**src/rtl/enc_pkg.sv**
```systemverilog
// Shared types and helpers for the encoder velocity path.
package enc_pkg;

   localparam int CNT_W = 32;

   typedef enum logic [1:0] {
      IDLE  = 2'd0,
      PRIME = 2'd1,
      RUN   = 2'd2
   } vel_state_t;

   // Clamp a 33-bit signed value into the signed range of a w-bit word.
   // The result stays 33 bits wide; callers keep the low w bits.
   function automatic logic signed [CNT_W:0] sat_to_w(input logic signed [CNT_W:0] x,
                                                     input int w);
      logic signed [CNT_W:0] hi;
      logic signed [CNT_W:0] lo;
      hi = (33'sd1 <<< (w - 1)) - 33'sd1;
      lo = -(33'sd1 <<< (w - 1));
      if (x > hi) begin
         return hi;
      end else if (x < lo) begin
         return lo;
      end else begin
         return x;
      end
   endfunction

endpackage

```
**src/rtl/enc_velocity_iir.sv**
```systemverilog
// First-order IIR smoother: y += (x - y) >>> FILT_SHIFT, or a direct load.
// Sum stays between old y and x, so truncating back to VEL_W never wraps.
module vel_iir
   import enc_pkg::*;
#(
   parameter int VEL_W      = 16,
   parameter int FILT_SHIFT = 3
) (
   input  logic                    clock,
   input  logic                    reset_n,
   input  logic                    load,
   input  logic                    step,
   input  logic signed [VEL_W-1:0] x,
   output logic signed [VEL_W-1:0] y
);

   logic signed [VEL_W:0] x_ext;
   logic signed [VEL_W:0] y_ext;
   logic signed [VEL_W:0] diff;
   logic signed [VEL_W:0] incr;
   logic signed [VEL_W:0] sum;

   // One filter step in VEL_W+1 bits; arithmetic shift floors toward -inf.
   always_comb begin
      x_ext = (VEL_W+1)'(x);
      y_ext = (VEL_W+1)'(y);
      diff  = x_ext - y_ext;
      incr  = diff >>> FILT_SHIFT;
      sum   = y_ext + incr;
   end

   // Filter register; load seeds it with the first sample of a run.
   always_ff @(posedge clock or negedge reset_n) begin
      if (!reset_n) begin
         y <= '0;
      end else if (load) begin
         y <= x;
      end else if (step) begin
         y <= sum[VEL_W-1:0];
      end
   end

endmodule

```
**src/rtl/enc_velocity.sv**
```systemverilog
// Windowed velocity from the quadrature position count, with saturation,
// IIR smoothing and a sticky encoder fault latch.
//
// state | meaning
// ------+-------------------------------------------------------------
// IDLE  | not baselined; waits for enc_ready=1 and sclr=0
// PRIME | captures the baseline count and loads the window counter
// RUN   | window counter runs down; a sample is taken at count 0
module enc_velocity
   import enc_pkg::*;
#(
   parameter int SAMPLE_TICKS = 50000,
   parameter int VEL_W        = 16,
   parameter int FILT_SHIFT   = 3
) (
   input  logic                    clock,
   input  logic                    reset_n,
   input  logic                    sclr,
   input  logic                    enc_ready,
   input  logic                    enc_error,
   input  logic signed [CNT_W-1:0] enc_count,
   input  logic                    err_clr,
   output logic signed [VEL_W-1:0] vel_raw,
   output logic signed [VEL_W-1:0] vel_flt,
   output logic                    vel_valid,
   output logic                    vel_ok,
   output logic                    fault,
   output logic                    sat
);

   localparam int TICK_W = $clog2(SAMPLE_TICKS);
   localparam logic [TICK_W-1:0] TICK_LOAD = TICK_W'(SAMPLE_TICKS - 1);

   vel_state_t              state_q;
   vel_state_t              state_d;
   logic [TICK_W-1:0]       tick_cnt;
   logic [CNT_W-1:0]        prev;
   logic                    rebase;
   logic                    sample;
   logic [CNT_W-1:0]        delta_w;
   logic signed [CNT_W:0]   delta;
   logic signed [CNT_W:0]   clipped;
   logic signed [VEL_W-1:0] raw_next;
   logic                    clip_hit;

   assign rebase = sclr || !enc_ready;

   // Modulo-2^32 difference read as signed, so counter wrap gives a small delta.
   always_comb begin
      delta_w  = enc_count - prev;
      delta    = {delta_w[CNT_W-1], delta_w};
      clipped  = sat_to_w(delta, VEL_W);
      raw_next = clipped[VEL_W-1:0];
      clip_hit = (clipped != delta);
   end

   // State register.
   always_ff @(posedge clock or negedge reset_n) begin
      if (!reset_n) begin
         state_q <= IDLE;
      end else begin
         state_q <= state_d;
      end
   end

   // Next state and sample qualifier; a re-baseline always beats the tick.
   always_comb begin
      state_d = state_q;
      sample  = 1'b0;
      case (state_q)
         IDLE: begin
            if (!rebase) state_d = PRIME;
         end
         PRIME: begin
            state_d = rebase ? IDLE : RUN;
         end
         RUN: begin
            if (rebase) begin
               state_d = IDLE;
            end else if (tick_cnt == '0) begin
               sample = 1'b1;
            end
         end
         default: state_d = IDLE;
      endcase
   end

   // Window down-counter and baseline count.
   always_ff @(posedge clock or negedge reset_n) begin
      if (!reset_n) begin
         tick_cnt <= '0;
         prev     <= '0;
      end else if (!rebase) begin
         if (state_q == PRIME || sample) begin
            tick_cnt <= TICK_LOAD;
            prev     <= enc_count;
         end else if (state_q == RUN) begin
            tick_cnt <= tick_cnt - TICK_W'(1);
         end
      end
   end

   // Sample outputs; raw and filtered values hold across a re-baseline.
   always_ff @(posedge clock or negedge reset_n) begin
      if (!reset_n) begin
         vel_valid <= 1'b0;
         vel_raw   <= '0;
         sat       <= 1'b0;
         vel_ok    <= 1'b0;
      end else begin
         vel_valid <= sample;
         if (sample) begin
            vel_raw <= raw_next;
            sat     <= clip_hit;
            vel_ok  <= 1'b1;
         end else if (rebase) begin
            vel_ok  <= 1'b0;
         end
      end
   end

   // Sticky fault; a fresh error wins over a simultaneous clear.
   always_ff @(posedge clock or negedge reset_n) begin
      if (!reset_n) begin
         fault <= 1'b0;
      end else if (enc_error) begin
         fault <= 1'b1;
      end else if (err_clr) begin
         fault <= 1'b0;
      end
   end

   // The first sample after a baseline seeds the filter instead of stepping it.
   vel_iir #(
      .VEL_W      (VEL_W),
      .FILT_SHIFT (FILT_SHIFT)
   ) u_iir (
      .clock   (clock),
      .reset_n (reset_n),
      .load    (sample && !vel_ok),
      .step    (sample && vel_ok),
      .x       (raw_next),
      .y       (vel_flt)
   );

endmodule

```
**config.mk**
```make
export PLATFORM = sky130hd
export DESIGN_NAME = enc_velocity
export DESIGN_NICKNAME = d
export VERILOG_FILES = /design/src/rtl/enc_pkg.sv /design/src/rtl/enc_velocity_iir.sv /design/src/rtl/enc_velocity.sv
export SDC_FILE = /design/constraint.sdc
export NUM_CORES = 1
export LEC_CHECK = 0
export BUFFER_PORTS_ARGS = -buffer_cell sky130_fd_sc_hd__buf_2
export CAP_MARGIN = 10
export CELL_PAD_IN_SITES_DETAIL_PLACEMENT = 1
export CELL_PAD_IN_SITES_GLOBAL_PLACEMENT = 1
export CORE_MARGIN = 5
export CORE_UTILIZATION = 49
export DETAILED_ROUTE_END_ITERATION = 8
export PLACE_DENSITY = 0.84
export SKIP_CTS_REPAIR_TIMING = 1
export SLEW_MARGIN = 20
export SYNTH_ARGS = -nofsm -noshare
export SYNTH_HDL_FRONTEND = slang
export SYNTH_SLANG_ARGS = --single-unit
```
**constraint.sdc**
```tcl
create_clock -name clock -period 11.2 [get_ports clock]
set_input_delay 2.8 -clock clock [delete_from_list [all_inputs] [get_ports clock]]
set_output_delay 2.8 -clock clock [all_outputs]
set_load 0.02 [all_outputs]
```
# Word level (Yosys, flattened, before mapping)
# Cells that the tools add are included.
[totals] output_inout_bits=36 reg_bits=86
[classes] n_eq_ne=5 add_sub_neg=4 n_bitwise=1 n_reduce_logical=15 n_lt_le_gt_ge=2 mux=17
[ops] op="$mux 33" n=2
[ops] op="$mux 16" n=4
[ops] op="$ne 33x32->1" n=1
[ops] op="$gt 32x16->1 const B" n=1
[ops] op="$lt 32x16->1 const B" n=1
[ops] op="$sub 32x32->32" n=1
[ops] op="$sub 16x16->17" n=1
[ops] op="$add 16x14->16" n=1
[ops] op="$logic_not 16->1" n=1
[ops] op="$sub 16x1->16 const B" n=1
[ops] op="$reduce_bool 2->1" n=4
[ops] op="$mux 1" n=7
[ops] op="$mux 2" n=3
[ops] op="$pmux 2 s3" n=1
[ops] op="$reduce_and 2->1" n=3
[ops] op="$ne 2x2->1 const B" n=2
[ops] op="$eq 2x1->1 const B" n=1
[ops] op="$eq 2x2->1 const B" n=1
[ops] op="$logic_and 1x1->1" n=2
[ops] op="$logic_not 1->1" n=2
[ops] op="$logic_not 2->1" n=1
[ops] op="$logic_or 1x1->1" n=2
[ops] op="$not 1->1" n=1

# Logic depth before layout (Yosys ltp)
# Gate-level depths: netlist of run 1.
[logic_depth] word_depth=8 mapped_depth=39 depth_no_buf=38

# Hierarchy
# Synthesis of run 1 repeated with hierarchy kept, for this count alone.
[unflattened] hier_cells=944 area_unflattened_um2=7526.0
[by_module_without_submodules] mod="enc_velocity" area_each_um2=5310.1 n_inst=1 cells_per_inst=663
[by_module_without_submodules] mod="vel_iir" area_each_um2=2215.9 n_inst=1 cells_per_inst=281

# Worst setup path before layout of run 1
# Ideal clock, no wire load.
[synth_path] kind="in2reg" start="input enc_count[0]" end="register u_iir.y[15]" arrival_time_ns=9.838 stages=36 path_slack_ns=1.212 setup_time_ns=0.150 required_time_ns=11.050 cell_sequence="inv_1 -> ha_1 -> inv_1 -> fa_1 -> a211oi_2 -> o211ai_2 -> a21boi_2 -> and4_1 -> nor3_1 -> a311o_1 -> or3_1 -> nor4_1 -> nand2_1 -> ha_1 -> clkbuf_1 -> o21ai_0 -> ha_1 -> nor3_1 -> nand2_1 -> or3_1 -> or2_2 -> mux2i_1 -> nor3_1 -> o31ai_4 -> a21boi_1 -> nor2_1 -> ha_1 -> a21oi_1 -> o21ai_1 -> a21o_1 -> a21oi_1 -> o211ai_1 -> a41o_1 -> nor2b_1 -> a2111oi_1 -> o221ai_1"
[synth_via] elab_chain_cells=8 word_cells_on_any_way=9 cone_classes="add/sub: 3; order compare: 2; mux: 4"
[synth_rtl] item="from (decl)" line="enc_velocity.sv:21" text="input logic signed [CNT_W-1:0] enc_count,"
[synth_rtl] item="$sub 32x32->32 *" line="enc_velocity.sv:50" text="delta_w = enc_count - prev;"
[synth_rtl] item="$lt 32x16->1" line="enc_pkg.sv:22" text="end else if (x < lo) begin"
[synth_rtl] item="$mux 33" line="enc_pkg.sv:22"
[synth_rtl] item="$mux 33 *" line="enc_pkg.sv:20" text="if (x > hi) begin"
[synth_rtl] item="via clipped[1]" line="enc_velocity.sv:42" text="logic signed [CNT_W:0] clipped;"
[synth_rtl] item="$sub 16x16->17 *" line="enc_velocity_iir.sv:27" text="diff = x_ext - y_ext;"
[synth_rtl] item="$add 16x14->16 *" line="enc_velocity_iir.sv:29" text="sum = y_ext + incr;"
[synth_rtl] item="$mux 16 *" line="enc_velocity_iir.sv:38" text="end else if (step) begin"
[synth_rtl] item="$mux 16 *" line="enc_velocity_iir.sv:36" text="end else if (load) begin"
[synth_rtl] item="to (signal assigned)" line="enc_velocity_iir.sv:39" text="y <= sum[VEL_W-1:0];"
[synth_rtl] item="to (decl)" line="enc_velocity_iir.sv:14" text="output logic signed [VEL_W-1:0] y"
# The timed path passes the listed nets; every way through them passes the cells marked *. The select of a mux whose other input is x is not followed.
# A chain may end at the register's enable or synchronous reset.

# Final worst setup path of run 1
[layout_path] start="input enc_count[14]" end="register u_iir.y[15]"
# Same word-level chain as after synthesis.

==> flow_summary.json, run 1 <==
{
  "status": "complete, no violations",
  "slowest_delay_ps": 400,
  "power_density_nw_per_um2": 267,
  "finalCritPeriodShare": 0.943,
  "io_pins": 74,
  "min_from": "vel_raw[10]",
  "critPathTopFamily": "compound AO/OA/AOI/OAI gates",
  "placed_area_um2": 7730,
  "cts_made_buffers": 9,
  "syn_nets": 993,
  "design.die.area_um2": 17200,
  "place.gp.congestion": 0.883,
  "critical_path.slowest_cell": "ha_1",
  "area_growth_pct": 11.4,
  "synth_largest_area_cell": "dfrtp_1",
  "postRouteAntennaNets": 0,
  "cts_root_buf": "clkbuf_16",
  "grt_usage": 0.238,
  "ir_worst_vdd_uv": 114,
  "crit_path_frequent_cell": "a21oi_1",
  "design_area_um2": 8030,
  "firstDrtPassIters": 5,
  "crit_fanout": 18,
  "tightest_slew_ps": 861,
  "synth_edf_count": 0,
  "drc_errors": 0,
  "syn_avg_cell_area_um2": 8.14,
  "multi_input_area_um2": 4690,
  "clockBufferDepth": 2,
  "antenna_found_initial": 0,
  "relSlewSlack": 0.423,
  "grt_pass1_vias": 7113,
  "start_util": 0.498,
  "final-seq-area_um2": 2150,
  "regToRegSetupSlack_ps": 2850,
  "tns_ps": 0,
  "layout-drive-gt1-share": 0.145,
  "crit_buf_inv": 1,
  "final_net_count": 1054,
  "fmax_mhz": 94.6,
  "cts_tree": "done",
  "netlist_area_um2": 7210,
  "vias_per_cell": 5.85,
  "io_buffers": 73,
  "whs_endpoint": "vel_raw[10]",
  "hold_depth": 2,
  "cts_sinks": 86,
  "dp_hpwl_mm": 15.9,
  "hold_viol": 0,
  "grt_pass1_wl_mm": 34.7,
  "arrival_ps": 10780,
  "overflow": 0,
  "h-tree-depth": 3,
  "core_region_area_um2": 14500,
  "crit_type": "input pin to flip-flop",
  "skew_ps": 9.31,
  "synth.area.top_cells": "dfrtp_1, ha_1, nand2_1",
  "rr_worst_depth": 34,
  "rsz0062_at_grt": "no",
  "yosysWarnings": 0,
  "path_clk_slew_ps": 70,
  "startpoint_type": "input pin",
  "ys_types": 83,
  "synth_seq_area_share": 0.299,
  "worstPathRequired_ps": 11420,
  "setup_viol": 0,
  "drv_cap": 0,
  "nFillCells": 1788,
  "critPathCaptureType": "flip-flop",
  "synthFlopType": "dfrtp_1",
  "synth_top_area_share": 0.299,
  "clock_latency_ps": 350,
  "power.leakage_nw": 3.73,
  "die_w_um": 131,
  "ys_seq_elements": 86,
  "wl_mm": 20.3,
  "final_util": 0.555,
  "rr_endpoint": "u_iir.y[15]",
  "hold_path_class": "flip-flop to flip-flop",
  "n_antenna_cell": 0,
  "grt_max_degree": 59,
  "die_h_um": 131,
  "reg2reg_from": "prev[14]",
  "netlist_instances": 886,
  "wire_per_inst_um": 17.8,
  "layout_common_cells": "nand2_1, dfrtp_1, buf_2, inv_1, o21ai_0",
  "vias": 6646,
  "fp-row-count": 44,
  "drtIter0Drc": 313,
  "period_minus_slack_ps": 10570,
  "async_reset_ff_frac": 1.00,
  "maxSlewViolCount": 0,
  "final_common_cell": "nand2_1"
}
==> area by class of cell <==
class / count / area share
inverter: 69 / 0.0323
clock inverter: 5 / 0.00545
sequential: 86 / 0.268
multi-input combinational: 702 / 0.584
clock buffer: 11 / 0.0302
tap: 184 / 0.0287
timing repair buffer: 79 / 0.0514
==> synthesized netlist by cell type, drive strengths merged, types with 5 or more instances <==
cell type / instances
nand2b: 7
o21a: 9
a211oi: 14
ha: 67
clkbuf: 19
nand4: 12
o21bai: 6
nor4: 9
o211ai: 7
xnor2: 35
o21ai: 82
dfrtp: 86
and3: 7
xor2: 25
or2: 5
buf: 10
nor3: 22
nand2: 144
nor2b: 6
inv: 68
nor2: 56
a21o: 21
a21oi: 77
nand3: 15
o31ai: 6
or3: 5
==> worst min-delay path, cell delays in order (launching register included) <==
cell and delay [ps]:
dfrtp_1 340, nand2_1 50, nand2_1 50
==> state kept, by name, indices dropped and copies added (netlist names) <==
| signal | flops |
|---|---|
| state_q | 2 |
| tick_cnt | 16 |
| fault | 1 |
| sat | 1 |
| u_iir.y | 16 |
| prev | 32 |
| vel_ok | 1 |
| vel_raw | 16 |
| vel_valid | 1 |
==> kinds of logic after synthesis <==
| logic type | synth area share |
|---|---|
| buf+inv | 0.0538 |
| flops | 0.299 |
| xor+xnor | 0.0729 |
| simple gates | 0.199 |
| fa+ha+maj | 0.122 |
| mux | 0.0102 |
| compound gates | 0.244 |
==> per-layer routing <==
layer	vias up	wire (um)	GRT usage
li1	3247	-	-
met1	3231	9440	0.309
met3	31	762	0.0401
met5	-	0	0
met4	0	406	0.0680
met2	137	9650	0.409
==> where the power goes <==
part	internal (W)	total (W)	switching, W
Clock	0.000159	0.000298	0.000139
Combinational	0.000595	0.00147	0.000877
Sequential	0.000354	0.000376	0.0000224
Total	0.00111	0.00215	0.00104
==> stage by stage <==
| stage | setup WS (ps) | hold WS [ps] | total power, W | instances |
|---|---|---|---|---|
| after global routing | 47.5 | 509 | 0.00234 | 1136 |
| final | 633 | 473 | 0.00215 | 1136 |
| after CTS | 461 | 474 | 0.00215 | 1136 |
| after detailed placement | 158 | 457 | 0.00182 | 1120 |
| after global placement | 456 | 455 | 0.00177 | 1120 |
| after floorplan | 1210 | 454 | 0.00150 | 886 |
==> worst max-delay path by stage <==
stage	from	endpoint	slack (ps)	cells after the start
5_1_grt	enc_count[14]	u_iir.y[15]	50	34
6_report	enc_count[14]	u_iir.y[15]	630	34
3_3_place_gp	enc_count[0]	u_iir.y[15]	460	36
4_1_cts	enc_count[14]	u_iir.y[15]	460	34
3_5_place_dp	enc_count[14]	u_iir.y[15]	160	34
2_1_floorplan	enc_count[0]	u_iir.y[15]	1210	36
Note: power is estimated with default switching activity, not from simulation.
==> inputs of run 2 (changes only) <==
CORE_UTILIZATION = 35   (was 49)
PLACE_DENSITY = 0.63   (was 0.84)
==> run 2 against run 1 <==
Design area rose by 1.4%. Clock power rose by 5%. Sequential power barely moved. First-iteration DRC count fell by 7.7%. Combinational power barely moved. Routed wire length rose by 2.0%. Non-clock buffer count rose by 1. Critical path depth rose by 2. Critical path type unchanged.
==> flow_summary.json, run 2 (synthesized netlist as in run 1, its figures left out) <==
{
  "tns_ps": 0,
  "final_common_cell": "nand2_1",
  "finalCritPeriodShare": 0.942,
  "setup_viol": 0,
  "drc_errors": 0,
  "final_cells": 1223,
  "arrival_ps": 10770,
  "cts_root_buf": "clkbuf_16",
  "route.met2.wl_mm": 9.45,
  "path_clk_slew_ps": 80,
  "fmax_mhz": 94.8,
  "design.die.area_um2": 23600,
  "clock_latency_ps": 360,
  "power.leakage_nw": 3.74,
  "numPlacedInstances": 1207,
  "drtIter0Drc": 289,
  "hold_path_class": "flip-flop to flip-flop",
  "h-tree-depth": 3,
  "wire_per_inst_um": 16.9,
  "whs_endpoint": "vel_raw[13]",
  "min_from": "vel_raw[13]",
  "fp-row-count": 52,
  "vias_per_cell": 5.34,
  "met3_length_um": 554,
  "n_antenna_cell": 0,
  "regToRegSetupSlack_ps": 2840,
  "nFillCells": 2470,
  "tightest_slew_ps": 922,
  "timing.hold.ws_ps": 472,
  "drv_cap": 0,
  "period_minus_slack_ps": 10550,
  "die_h_um": 154,
  "clockBufferDepth": 2,
  "skew_ps": 13.6,
  "regMostFlops": "prev",
  "crit_path_frequent_cell": "ha_1",
  "die_w_um": 154,
  "area_growth_pct": 13.0,
  "rsz0062_at_grt": "no",
  "rr_worst_depth": 33,
  "maxSlewViolCount": 0,
  "dpl_worst_slack_ps": 266,
  "overflow": 0,
  "wl_mm": 20.7,
  "firstDrtPassIters": 4,
  "final_net_count": 1055,
  "critPathCaptureType": "flip-flop",
  "startpoint_type": "input pin",
  "hold_viol": 0,
  "vias": 6532,
  "crit_type": "input pin to flip-flop",
  "met1_length_mm": 10.4,
  "io_pins": 74,
  "io_buffers": 73,
  "routed.top_layer": "met4",
  "dp_hpwl_mm": 16.3,
  "cts_tree": "done",
  "status": "complete, no violations",
  "power_density_nw_per_um2": 263,
  "largest_reg_flops": 32,
  "critical_path.slowest_cell": "fa_1",
  "final_util": 0.403,
  "layout-drive-gt1-share": 0.146,
  "grt_usage": 0.176,
  "cts_made_buffers": 9,
  "setup_slack_ps": 651,
  "cts_sinks": 86,
  "postRouteAntennaNets": 0,
  "grt_pass1_wl_mm": 34.7,
  "core_region_area_um2": 20200,
  "ir_worst_vdd_uv": 96.2,
  "worstPathRequired_ps": 11420,
  "grt_max_degree": 60,
  "hold_depth": 2,
  "antenna_found_initial": 0,
  "place.gp.congestion": 0.833,
  "rr_endpoint": "u_iir.y[15]",
  "critPathLaunch": "enc_count[0]",
  "slowest_delay_ps": 430,
  "grt_pass1_vias": 6742,
  "start_util": 0.356,
  "layout_common_cells": "nand2_1, dfrtp_1, buf_2, inv_1, o21ai_0",
  "crit_fanout": 9,
  "relSlewSlack": 0.381,
  "reg2reg_from": "prev[15]"
}
## run 2: through the flow
step	area, um2	power, W
6_report	8150	0.00214
5_1_grt	8150	0.00235
4_1_cts	8150	0.00217
3_5_place_dp	7850	0.00183
3_3_place_gp	7850	0.00181
2_1_floorplan	7210	0.00150
## run 2: worst max-delay path by stage
stage                        to  slack [ps]
floorplan           u_iir.y[15]        1210
global placement    u_iir.y[15]         490
detailed placement  u_iir.y[15]         270
CTS                 u_iir.y[15]         620
global route        u_iir.y[15]          20
finish              u_iir.y[15]         650
## run 2: layer usage
layer,vias up,global-route usage
met5,-,0
met1,3181,0.251
met3,18,0.0200
li1,3248,-
met4,0,0.0458
met2,85,0.286
## run 2: final cells by class
type                    instances  area, um2  share of cell area
flip-flops and latches         86       2150               0.264
inverters                      69        259              0.0318
well taps                     270        338              0.0415
multi-input cells             702       4680               0.574
repair buffers                 80        420              0.0516
clock buffers                   9        225              0.0276
clock inverters                 7       75.1             0.00922
## run 2: critical path: cells and delay by family
| family | cells | cell delay [ps] |
|---|---|---|
| AO/OA/AOI/OAI | 16 | 3640 |
| AND/OR/NAND/NOR | 11 | 2270 |
| adder cells (fa/ha/maj) | 5 | 1620 |
| multiplexers | 1 | 190 |
| buffers and inverters | 3 | 210 |
## run 2: power breakdown
group	total (W)	internal [W]	switching, W
Sequential	0.000375	0.000354	0.0000213
Combinational	0.00146	0.000593	0.000864
Clock	0.000312	0.000158	0.000154
Total	0.00214	0.00110	0.00104
==> inputs of run 3 (changes only) <==
REMOVE_ABC_BUFFERS = 1   (was not set)
==> run 3 against run 2 <==
Utilization rose by 0.093 points. Setup slack worse by 26 ps. Non-clock buffer count grew 1. Sequential cell count is the same. Die area unchanged. Via count shrank 2.5%. Largest cell class unchanged. Critical endpoint unchanged.
==> flow_summary.json, run 3 (synthesized netlist as in run 1, its figures left out) <==
{
  "status": "complete, no violations",
  "area_growth_pct": 13.3,
  "cts_made_buffers": 9,
  "path_clk_slew_ps": 80,
  "h-tree-depth": 3,
  "final_util": 0.403,
  "fp-row-count": 52,
  "vias_per_cell": 5.20,
  "cts_root_buf": "clkbuf_16",
  "power.leakage_nw": 3.75,
  "io_buffers": 73,
  "final_net_count": 1056,
  "critical_path.slowest_cell": "fa_1",
  "startpoint_type": "input pin",
  "nFillCells": 2464,
  "tns_ps": 0,
  "firstDrtPassIters": 4,
  "critPathCaptureType": "flip-flop",
  "finalCritPeriodShare": 0.944,
  "grt_max_degree": 49,
  "cts_sinks": 86,
  "drc_errors": 0,
  "grt_usage": 0.173,
  "skew_ps": 10.7,
  "hold_path_class": "flip-flop to flip-flop",
  "tightest_slew_ps": 845,
  "grt_pass1_vias": 6491,
  "numPlacedInstances": 1208,
  "setup_viol": 0,
  "placed_area_um2": 7850,
  "wire_per_inst_um": 16.4,
  "place.gp.congestion": 0.829,
  "worstPathRequired_ps": 11420,
  "antenna_found_initial": 0,
  "timing.hold.ws_ps": 472,
  "start_util": 0.356,
  "cts_tree": "done",
  "overflow": 0,
  "clockBufferDepth": 2,
  "final_cells": 1224,
  "regMostFlops": "prev",
  "clock_latency_ps": 360,
  "die_w_um": 154,
  "rsz0062_at_grt": "no",
  "layout-drive-gt1-share": 0.147,
  "crit_fanout": 9,
  "largest_reg_flops": 32,
  "slowest_delay_ps": 430,
  "maxSlewViolCount": 0,
  "power_density_nw_per_um2": 260,
  "hold_viol": 0,
  "layout_common_cells": "nand2_1, dfrtp_1, buf_2, inv_1, o21ai_0",
  "die_h_um": 154,
  "dp_hpwl_mm": 15.8,
  "postRouteAntennaNets": 0,
  "grt_pass1_wl_mm": 33.8,
  "vias": 6370,
  "final_common_cell": "nand2_1",
  "io_pins": 74,
  "design.die.area_um2": 23600,
  "core_region_area_um2": 20200,
  "period_minus_slack_ps": 10570,
  "crit_path_frequent_cell": "ha_1",
  "ir_worst_vdd_uv": 99.5,
  "design_area_um2": 8160,
  "relSlewSlack": 0.433,
  "drv_cap": 0,
  "n_antenna_cell": 0,
  "crit_type": "input pin to flip-flop",
  "arrival_ps": 10790,
  "fmax_mhz": 94.6,
  "wl_mm": 20.1,
  "drtIter0Drc": 269
}
[run 3: cell types whose count changed in the layout (fill, tap and decap cells not counted), sizes merged]
cell,before,now
buf,80,81
clkinvlp,1,0
inv,71,72
[run 3: final timing paths]
| check | to | cells past startpoint | slack, ps | start |
|---|---|---|---|---|
| worst max-delay path | u_iir.y[15] | 36 | 630 | enc_count[0] |
| worst min-delay path | vel_raw[3] | 2 | 470 | vel_raw[3] |
| worst max register to register | u_iir.y[15] | 35 | 2820 | prev[1] |
| worst min register to register | vel_raw[3] | 2 | 470 | vel_raw[3] |
| max in group asynchronous | vel_raw[9] | 2 | 7750 | reset_n |
| min in group asynchronous | tick_cnt[4] | 1 | 2420 | reset_n |
[run 3: routing by layer]
metal / global-route usage / vias to the layer above / share of wire
met2: 0.280 / 63 / 0.46
li1: - / 3239 / -
met4: 0.0416 / 0 / 0.0078
met1: 0.248 / 3056 / 0.51
met5: 0 / - / 0
met3: 0.0197 / 12 / 0.026
[run 3: stage by stage]
| step | total power [W] | worst slack, ps |
|---|---|---|
| after floorplan | 0.00149 | 1300 |
| after global routing | 0.00233 | 49.5 |
| final | 0.00212 | 626 |
| after CTS | 0.00214 | 607 |
| after global placement | 0.00180 | 476 |
| after detailed placement | 0.00181 | 273 |
[run 3: final cells by class]
type                            count  area, um2  area share
Clock buffer                        9        225      0.0276
Clock inverter                      7       86.3      0.0106
Inverter                           69        259      0.0317
Multi-Input combinational cell    702       4680       0.573
Sequential cell                    86       2150       0.264
Tap cell                          270        338      0.0414
Timing Repair Buffer               81        428      0.0524
[run 3: where the power goes]
group | switching, W | leakage, nW | internal, W
clock network | 0.000160 | 0.151 | 0.000161
registers | 0.0000219 | 1.06 | 0.000354
logic | 0.000837 | 2.54 | 0.000591
[run 3: worst max-delay path, delay by kind of cell]
family                   cells  cell delay [ps]
AND/OR/NAND/NOR             11             2300
multiplexers                 1              180
buffers and inverters        3              210
adder cells (fa/ha/maj)      5             1630
AO/OA/AOI/OAI               16             3640
